`config.mk`:
```
export PLATFORM = sky130hd
export DESIGN_NAME = dpe_tx_retry
export DESIGN_NICKNAME = d
export VERILOG_FILES = /design/src/rtl/dpe_tx_retry_pkg.sv /design/src/rtl/dpe_tx_retry.sv
export SDC_FILE = /design/constraint.sdc
export NUM_CORES = 1
export LEC_CHECK = 0
export ABC_AREA = 1
export CAP_MARGIN = 20
export CORE_ASPECT_RATIO = 1.4
export CORE_UTILIZATION = 53
export CTS_BUF_LIST = sky130_fd_sc_hd__clkbuf_8 sky130_fd_sc_hd__clkbuf_16
export DETAILED_ROUTE_END_ITERATION = 8
export PLACE_DENSITY = 0.83
export SYNTH_ARGS = -nofsm -noshare
export SYNTH_HDL_FRONTEND = slang
export SYNTH_SLANG_ARGS = --single-unit
```
`constraint.sdc`:
```
create_clock -name clk -period 3.1 [get_ports clk]
set_input_delay 0.31 -clock clk [delete_from_list [all_inputs] [get_ports clk]]
set_output_delay 0.31 -clock clk [all_outputs]
set_load 0.03 [all_outputs]
```
`src/rtl/dpe_tx_retry_pkg.sv`:
```
// Shared definitions for the PD transmit-retry controller.
package dpe_tx_retry_pkg;

    typedef enum logic [1:0] {
        IDLE     = 2'd0,
        SEND     = 2'd1,
        WAIT_CRC = 2'd2
    } state_t;

    // nRetryCount default
    localparam int N_RETRY_COUNT = 2;
    localparam int MSG_ID_W      = 3;

endpackage

```
`src/rtl/dpe_tx_retry.sv`:
```
// Transmit-retry controller: launches a message, arms CRCReceiveTimer and
// retries on timeout or PHY error, reporting one result per transfer.
module dpe_tx_retry
    import dpe_tx_retry_pkg::*;
#(
    parameter int N_RETRY = N_RETRY_COUNT,
    parameter int RETRY_W = 2,
    parameter int ID_W    = MSG_ID_W
) (
    input  logic               clk,
    input  logic               rst_n,
    input  logic               tx_req,
    input  logic               soft_reset,
    output logic               phy_tx_start,
    output logic [ID_W-1:0]    phy_tx_msg_id,
    input  logic               phy_tx_done,
    input  logic               phy_tx_err,
    input  logic               rx_goodcrc,
    input  logic [ID_W-1:0]    rx_goodcrc_id,
    input  logic               rx_msg,
    output logic               timer_start,
    output logic               timer_stop,
    input  logic               timer_timeout,
    output logic               tx_busy,
    output logic               tx_success,
    output logic               tx_fail,
    output logic               tx_discard,
    output logic [RETRY_W-1:0] retry_cnt
);

    state_t state;
    logic   can_retry;
    logic   crc_match;

    assign can_retry = (retry_cnt < RETRY_W'(N_RETRY));
    assign crc_match = rx_goodcrc && (rx_goodcrc_id == phy_tx_msg_id);

    always_ff @(posedge clk or negedge rst_n) begin
        if (!rst_n) begin
            state         <= IDLE;
            phy_tx_start  <= 1'b0;
            phy_tx_msg_id <= '0;
            timer_start   <= 1'b0;
            timer_stop    <= 1'b0;
            tx_busy       <= 1'b0;
            tx_success    <= 1'b0;
            tx_fail       <= 1'b0;
            tx_discard    <= 1'b0;
            retry_cnt     <= '0;
        end else begin
            phy_tx_start <= 1'b0;
            timer_start  <= 1'b0;
            timer_stop   <= 1'b0;
            tx_success   <= 1'b0;
            tx_fail      <= 1'b0;
            tx_discard   <= 1'b0;
            if (soft_reset) begin
                // Stop is harmless when the timer is idle, so always issue it.
                tx_discard    <= (state != IDLE);
                timer_stop    <= 1'b1;
                state         <= IDLE;
                tx_busy       <= 1'b0;
                phy_tx_msg_id <= '0;
                retry_cnt     <= '0;
            end else begin
                case (state)
                    IDLE: begin
                        if (tx_req) begin
                            state        <= SEND;
                            tx_busy      <= 1'b1;
                            retry_cnt    <= '0;
                            phy_tx_start <= 1'b1;
                        end
                    end
                    SEND: begin
                        if (rx_msg) begin
                            tx_discard <= 1'b1;
                            timer_stop <= 1'b1;
                            state      <= IDLE;
                            tx_busy    <= 1'b0;
                        end else if (phy_tx_err) begin
                            if (can_retry) begin
                                retry_cnt    <= retry_cnt + 1'b1;
                                phy_tx_start <= 1'b1;
                            end else begin
                                tx_fail       <= 1'b1;
                                phy_tx_msg_id <= phy_tx_msg_id + 1'b1;
                                state         <= IDLE;
                                tx_busy       <= 1'b0;
                            end
                        end else if (phy_tx_done) begin
                            state       <= WAIT_CRC;
                            timer_start <= 1'b1;
                        end
                    end
                    WAIT_CRC: begin
                        if (rx_msg) begin
                            tx_discard <= 1'b1;
                            timer_stop <= 1'b1;
                            state      <= IDLE;
                            tx_busy    <= 1'b0;
                        end else if (crc_match) begin
                            tx_success    <= 1'b1;
                            timer_stop    <= 1'b1;
                            phy_tx_msg_id <= phy_tx_msg_id + 1'b1;
                            state         <= IDLE;
                            tx_busy       <= 1'b0;
                        end else if (timer_timeout) begin
                            // Stopping on every exit keeps timeout low on re-entry.
                            timer_stop <= 1'b1;
                            if (can_retry) begin
                                retry_cnt    <= retry_cnt + 1'b1;
                                phy_tx_start <= 1'b1;
                                state        <= SEND;
                            end else begin
                                tx_fail       <= 1'b1;
                                phy_tx_msg_id <= phy_tx_msg_id + 1'b1;
                                state         <= IDLE;
                                tx_busy       <= 1'b0;
                            end
                        end
                    end
                    default: begin
                        state   <= IDLE;
                        tx_busy <= 1'b0;
                    end
                endcase
            end
        end
    end

endmodule

```
==> summary by stage, run 1 <==
Run
The max-cap check violation count is 0.

STA
The highest clock frequency the design can meet is 563.3 MHz. The worst pin sits at a relative slew slack of 0.5625. Setup repair after global routing left no endpoint under its margin. Setup violations remaining at the end of the flow were counted as 0. At the pin with the least slew margin, the transition time is 0.6542 ns. The final number of max-transition violations came to 0. Counting I/O delays and the setup requirement, the final critical path takes 1.775 ns. The maximum clock skew at final layout is 0.003948 ns. In the finished design, the share of the clock period the worst path needs comes to 0.5727. For the final routed database, the setup TNS stands at 0 ns. The final hold violation count is 0. The worst hold slack after final layout is 0.4708 ns.

Clocking
The number of buffers added by the clock tree synthesis step is 3. The clock edge transition at the registers on the reported setup and hold paths is 0.05 ns. TritonCTS built the clock tree. The total setup buffers inserted after CTS is 0. The later pin in the worst-skew pair is clocked with a latency of 0.24 ns.

CTS placed an instance of sky130_fd_sc_hd__clkbuf_8 at the clock tree root. In this run the number of H-tree levels came out at 1. The number of clock sinks is 14. The post-cts resize count is 0. The number of buffers inserted for hold repair after clock tree synthesis is 0. The clock passes through at most 2 buffers.

Finish
The finished layout holds 192 standard cells, fillers aside. Leaving out fill and tap cells, the most frequent cell in the layout is sky130_fd_sc_hd__nand2_1. In the final layout, the share of cells above drive strength 1 is 0.1462. 0 antenna diodes ended up in the layout.

The top cell types in the final layout, fill and taps aside, are 46 x sky130_fd_sc_hd__nand2_1, 23 x sky130_fd_sc_hd__clkdlybuf4s50_1, 20 x sky130_fd_sc_hd__inv_1. The area growth from synthesis to layout is 25.81%. After the last flow step, the layout net total stands at 190.

Once layout is complete, the utilization of the core stands at 0.6977.

Placement
The number of placed instances, taps included, is 189. The HPWL after detailed placement is 1879 um. The placer's final routability congestion estimate is 0.9156.

The count of port buffers added during placement is 23.

Critical path
The data arrival time of the critical path is 1.91 ns. The delay contributed by the slowest stage of the critical path is 0.41 ns. The end of the worst register-to-register path is phy_tx_msg_id[0].

The combined buffer and inverter count along the critical path is 3. The most critical setup path has its startpoint at state[0]. The launching element type of the critical path is a flip-flop.

The category of cells accounting for the largest share of critical-path delay is simple AND/OR/NAND/NOR gates. The most frequent cell on the critical path is sky130_fd_sc_hd__inv_1. The slowest stage of the critical path is the sky130_fd_sc_hd__dfrtp_1 cell.

The logic depth of the worst setup path including buffers is 9. Measured in cells, the most critical reg-to-reg path has a length of 9. The startpoint identified for the worst register-to-register timing path is state[0].

Data on the critical path is required at its endpoint by 3.24 ns. The setup slack of the most critical reg-to-reg path is 1.32 ns. The capturing instance or port of the critical path is phy_tx_msg_id[0]. The classification of the worst setup path is reg2reg. Walking the worst path, the cells encountered are inv_1 -> ha_1 -> nand3_1 -> inv_1 -> nand2_4 -> nand3_4 -> clkinv_1 -> nand4_1 -> nand2_1. STA classifies the critical path endpoint as a flip-flop.

The maximum fanout along the worst path is 10.

Die
The overall die width is 40.17 um. The floorplan die area is 2227 um2. The placement row count is 19. The floorplan step defined a core boundary enclosing 1949 um2.

In this run the vertical extent of the chip is 55.44 um. For this configuration, the core starts out at a cell density of 0.5546. In this run the count of I/O pins placed on the die edge is 24.

Synthesis
The synthesized netlist net count is 164. The share of the Yosys chip area taken by registers is 0.3241. The combined area of all synthesized cells is 1081 um2. Yosys printed 0 warnings. The largest area contributor in the netlist is sky130_fd_sc_hd__dfrtp_1. The mean instance size in the synthesized netlist is 7.354 um2. The synthesized flop and latch total is 14. By area the synthesized netlist is led by sky130_fd_sc_hd__dfrtp_1 32%, sky130_fd_sc_hd__nand2_1 16%, sky130_fd_sc_hd__inv_1 6.9%. Of the post-synthesis cell area, the dominant cell type holds 0.3241. The cell count after synthesis is 147. The netlist uses 28 different library cells.

Outcome
The flow ran to the end, and the final reports show no timing, DRC or antenna violations.

Power and ir drop
The power density of the placed cells is 528.7 nW/um2. Summed over all cells, the static leakage comes to 0.0006791 uW. The peak supply drop is 0.0003658 V.

Route
Dividing the detail-routed via count by the number of cells gives 5.323. The final route contains 1,022 vias. In the final routed layout, each cell accounts on average for 12.11 um. The final routed DRC violation total is 0. Once detail routing completed, the nets flagged for antenna violations numbered 0. The initial detailed-routing violation count is 10.

The wire length reported by the detailed router is 2326 um. The number of detailed-route iterations in the first pass is 4.

GRT
The number of global-route vias before repair is 958. The number of antenna violations at the first check in global routing came to 0. The global-route wire length before repair is 3788 um. Entering global routing, the biggest net connects 15 pins. For this run the aggregate overflow at the end of global routing stands at 0. Across every metal layer, demand over resource in global routing totals 0.2435.

Hold path
The tightest min-delay check is of the in2async type.
[layout make-up]
type | instances | area, um2
repair buffers | 23 | 230.2
well taps | 21 | 26.28
clock buffers | 3 | 41.29
inverters | 24 | 90.09
fillers | 173 | 589.3
multi-input cells | 107 | 621.8
flip-flops and latches | 14 | 350.3
[cell usage after synthesis]
master and count:
sky130_fd_sc_hd__nor2_2 2, sky130_fd_sc_hd__nand2_1 46, sky130_fd_sc_hd__a211oi_1 1, sky130_fd_sc_hd__buf_4 1
sky130_fd_sc_hd__ha_1 5, sky130_fd_sc_hd__clkinv_1 1, sky130_fd_sc_hd__nand2_2 4, sky130_fd_sc_hd__inv_1 20
sky130_fd_sc_hd__nor2_8 1, sky130_fd_sc_hd__a21oi_1 1, sky130_fd_sc_hd__xnor2_1 1, sky130_fd_sc_hd__nand3_2 3
sky130_fd_sc_hd__inv_2 3, sky130_fd_sc_hd__o21ai_1 8, sky130_fd_sc_hd__o21a_2 1, sky130_fd_sc_hd__or2_2 1
sky130_fd_sc_hd__nand4_2 1, sky130_fd_sc_hd__nor2_1 10, sky130_fd_sc_hd__o22ai_1 1, sky130_fd_sc_hd__nand4_1 6
sky130_fd_sc_hd__nand2_4 3, sky130_fd_sc_hd__nand3_1 7, sky130_fd_sc_hd__o221ai_1 1, sky130_fd_sc_hd__dfrtp_1 14
sky130_fd_sc_hd__buf_6 1, sky130_fd_sc_hd__nor2_4 1, sky130_fd_sc_hd__nand3_4 2, sky130_fd_sc_hd__o21ai_0 1
[state kept, by name (all words and copies together), names as in the netlist]
signal and count:
phy_tx_start 1, tx_busy 1, state 2, tx_fail 1
timer_start 1, retry_cnt 2, tx_discard 1, phy_tx_msg_id 3
timer_stop 1, tx_success 1
[how the worst min path moves through the flow]
stage	endpoint	slack, ns	cells past startpoint
after floorplan	phy_tx_msg_id[0]	0.01	0
after global placement	tx_busy	0.50	2
after detailed placement	tx_busy	0.49	2
after CTS	phy_tx_msg_id[0]	0.49	1
after global routing	tx_busy	0.51	2
final	timer_start	0.47	1
[metal layers]
layer,up-vias,wire length [um],global-route usage
li1,516,-,-
met1,460,854,0.2815
met2,32,1257,0.3871
met3,14,113,0.03213
met4,0,100,0.1667
met5,-,0,0
[logic make-up after synthesis]
kind of cell	count (synthesis)	synth area share
fa+ha+maj	5	0.05787
flops	14	0.3241
xor+xnor	1	0.008103
compound gates	14	0.07523
simple gates	87	0.4340
buf+inv	26	0.1007
[stage by stage]
stage / power (uW) / setup WS, ns / cell area (um2)
2_1_floorplan: 470.7 / 1.576 / 1081
3_3_place_gp: 568.1 / 1.383 / 1319
3_5_place_dp: 575.8 / 1.316 / 1319
4_1_cts: 722.3 / 1.327 / 1360
5_1_grt: 768.8 / 1.168 / 1360
6_report: 719.0 / 1.325 / 1360
[report_power, final]
part	leakage, uW	switching [uW]	internal, uW	total, uW
combinational	0.000470	207	129	336
sequential	0.000187	27.0	211	238
clock	0.0000216	59.2	85.8	145
total	0.000679	293	426	719
(Power assumes the default switching activity.)
==> run 2, diff against run 1 <==
--- a/config.mk
+++ b/config.mk
@@ -8,10 +8,10 @@
 export ABC_AREA = 1
 export CAP_MARGIN = 20
 export CORE_ASPECT_RATIO = 1.4
-export CORE_UTILIZATION = 53
+export CORE_UTILIZATION = 45
 export CTS_BUF_LIST = sky130_fd_sc_hd__clkbuf_8 sky130_fd_sc_hd__clkbuf_16
 export DETAILED_ROUTE_END_ITERATION = 8
-export PLACE_DENSITY = 0.83
+export PLACE_DENSITY = 0.75
 export SYNTH_ARGS = -nofsm -noshare
 export SYNTH_HDL_FRONTEND = slang
 export SYNTH_SLANG_ARGS = --single-unit
==> constraint.sdc (replaced) <==
create_clock -name clk -period 1.45 [get_ports clk]
set_input_delay 0.145 -clock clk [delete_from_list [all_inputs] [get_ports clk]]
set_output_delay 0.145 -clock clk [all_outputs]
set_load 0.03 [all_outputs]
==> run 2 against run 1 <==
  * The run now ends with design-rule violations, negative setup slack left
  * Wire length is 15% higher
  * Count of clock-buffer cells in the layout stayed put
  * Total power is 140% higher
  * Global-route usage is 2.2 points lower
  * Core utilization is 1.4 points higher
  * Sequential power is 110% higher
  * Final area is 17% higher
  * Cell count is 11% higher
  * Critical path type unchanged
==> summary by stage, run 2 (same netlist as run 1, synthesis figures left out) <==
Clocking
The count of H-tree levels built during CTS is 1 (unchanged). The clock edge transition at the registers on the reported setup and hold paths is 0.06 ns (about the same). The tree is rooted in a sky130_fd_sc_hd__clkbuf_8. The number of clock sinks is 14 (unchanged). The maximum clock path buffer count came to 2 (unchanged). The number of buffers added by the clock tree synthesis step is 3 (unchanged).

The number of buffers inserted for hold repair after clock tree synthesis is 0 (unchanged). The CTS tree is built. The later-pin clock latency in the skew report is 0.25 ns (about the same).

STA
The summed negative setup slack over all endpoints was -0.1172 ns (-0.1172 ns). The final number of max-transition violations was 0 (unchanged). The clock period minus final worst setup slack is 1.520 ns (-0.2550 ns).

The smallest setup slack after layout is -0.07036 ns (-1.395 ns). The worst hold slack after final layout is 0.2023 ns (-0.2685 ns). The relative max-transition margin is 0.7862 (+0.2237). The final hold violation count was 0 (unchanged). The maximum clock skew at final layout is 0.005476 ns (+0.001528 ns). The share of the clock period used by the worst path after layout came to 1.049 (+0.4758). The highest clock frequency the design can meet is 657.7 MHz (+17%). The setup violation total in the final timing report is 2 (+2).

The transition at the pin with the smallest max-transition slack is 0.3197 ns (-0.3345 ns). Setup repair after global routing could not meet its margin everywhere.

Critical path
The data arrival time of the critical path is 1.65 ns (-0.26 ns). The maximum fanout along the worst path is 4 (-6). The timing startpoint of the critical path is state[1].

The launch point of the worst reg-to-reg path is state[1]. The launching element type of the critical path is a flip-flop. The setup slack of the most critical reg-to-reg path is -0.07 ns (-1.39 ns). The endpoint required time on the critical path is 1.58 ns (-1.66 ns). The critical path is of the reg2reg type. The type of destination of the critical path is a flip-flop.

GRT
The aggregate global routing overflow is 0 (unchanged). The global-route wire length before repair is 4305 um (+14%). The total track usage is 0.2217 (-0.02179). The pin count of the biggest net entering global routing is 15 (unchanged). The number of global-route vias before repair is 1,043 (+8.9%).

The number of antenna violations at the first check in global routing is 0 (unchanged).

Finish
In the final layout, the registers with the most flip-flops are phy_tx_msg_id x3, retry_cnt x2, state x2. The number of antenna repair diodes was 0 (unchanged). The library cells used most frequently in the layout, excluding fill and tap cells, are 44 x sky130_fd_sc_hd__nand2_1, 20 x sky130_fd_sc_hd__buf_4, 17 x sky130_fd_sc_hd__clkdlybuf4s50_1.

Leaving out fill and tap cells, the most frequent cell in the layout is sky130_fd_sc_hd__nand2_1. The largest register by flop count is phy_tx_msg_id. The fraction of layout instances using a drive strength above 1 is 0.3177 (+0.1715). The synthesis-to-layout area growth is 46.64%. The post-layout net count is 211 (+11%). The number of flip-flops in the largest register is 3 (unchanged). The fraction of the core area covered by cells at the end of the flow came to 0.7118 (+0.01411).

Power and ir drop
The standby leakage power is 0.0008156 uW (+20%). The power density of the placed cells is 1086 nW/um2 (+110%). The peak supply drop is 0.0006836 V (+87%). The overall power consumption is 1722 uW (+140%).

Die
The floorplan die area is 2605 um2 (+17%). The overall die width is 43.43 um (+8.1%). The starting density of the core was 0.4854 (-0.06916). The placement row count came to 20 (+1). The count of pins on the block boundary was 24 (unchanged). The die span in y was 59.99 um (+8.2%). The total core area is 2227 um2 (+14%).

Route
The initial detailed-routing violation count is 25 (+15). The wire length reported by the detailed router came to 2665 um (+15%). The detailed-route via count is 1,077 (+5.4%). The wire length per cell was 12.45 um (+2.8%). The number of detailed-route iterations in the first pass came to 6 (+2). The post-detailed-route count of antenna-violating nets is 0 (unchanged). The final routed DRC violation total came to 4 (+4). The ratio of routed vias to standard cells is 5.033 (-5.5%).

Run
The max-cap check violation count is 0 (unchanged).

Outcome
The checks that failed: design-rule violations, negative setup slack. The run finished, with violations left.

Placement
The count of port buffers added during placement is 23 (unchanged). The placed wire-length estimate after detailed placement was 2069 um (+10%). The worst slack after detailed placement is -0.1210 ns (-1.437 ns). The placer's final routability congestion estimate is 0.9007 (-1.6%).

Hold path
The path category of the worst min-delay check is in2async.
## run 2: routing by layer
layer,vias to the layer above,GRT usage,wire [um]
li1,560,-,-
met2,23,0.4286,1494
met1,490,0.2338,1064
met4,0,0.1027,41
met5,-,0,0
met3,4,0.02417,65
## run 2: cell type report
class                      count  area [um2]
tap                           22       27.53
multi-input combinational    107       685.7
inverter                      24       90.09
fill                         189       641.9
timing repair buffer          44       387.9
clock buffer                   3       41.29
sequential                    14       352.8
## run 2: final timing paths
check                                        end  cells after the start
worst max-delay path                retry_cnt[1]                      9
worst min-delay path                  timer_stop                      2
worst max register to register      retry_cnt[1]                      9
worst min register to register           tx_busy                      2
max in group asynchronous       phy_tx_msg_id[0]                      2
min in group clk                     timer_start                      3
## run 2: report_power, final
| group | internal, uW | switching [uW] | total, uW |
|---|---|---|---|
| registers | 452 | 57.7 | 510 |
| clock network | 184 | 135 | 319 |
| logic | 386 | 507 | 893 |
## run 2: timing repair
item | in CTS | in global routing
setup buffers | 1 | 3
gates resized for setup | 14 | 11
hold endpoints to repair | 0 | 0
pin swaps | 0 | 1
endpoints found under the setup margin | 10 | 10
## run 2: worst max-delay path, stage by stage (launching register included)
cell and delay [ns]:
sky130_fd_sc_hd__dfrtp_1 0.41, sky130_fd_sc_hd__buf_6 0.13, sky130_fd_sc_hd__ha_4 0.16, sky130_fd_sc_hd__nor2_4 0.12, sky130_fd_sc_hd__o21a_4 0.17, sky130_fd_sc_hd__o21ai_2 0.06
sky130_fd_sc_hd__nor2_1 0.08, sky130_fd_sc_hd__nand2_1 0.11, sky130_fd_sc_hd__nand2_1 0.09, sky130_fd_sc_hd__o21ai_1 0.07
## run 2: stage by stage
step | std cells | cell area [um2]
after floorplan | 147 | 1089
after global placement | 207 | 1455
after detailed placement | 207 | 1455
after CTS | 211 | 1534
after global routing | 214 | 1585
final | 214 | 1585
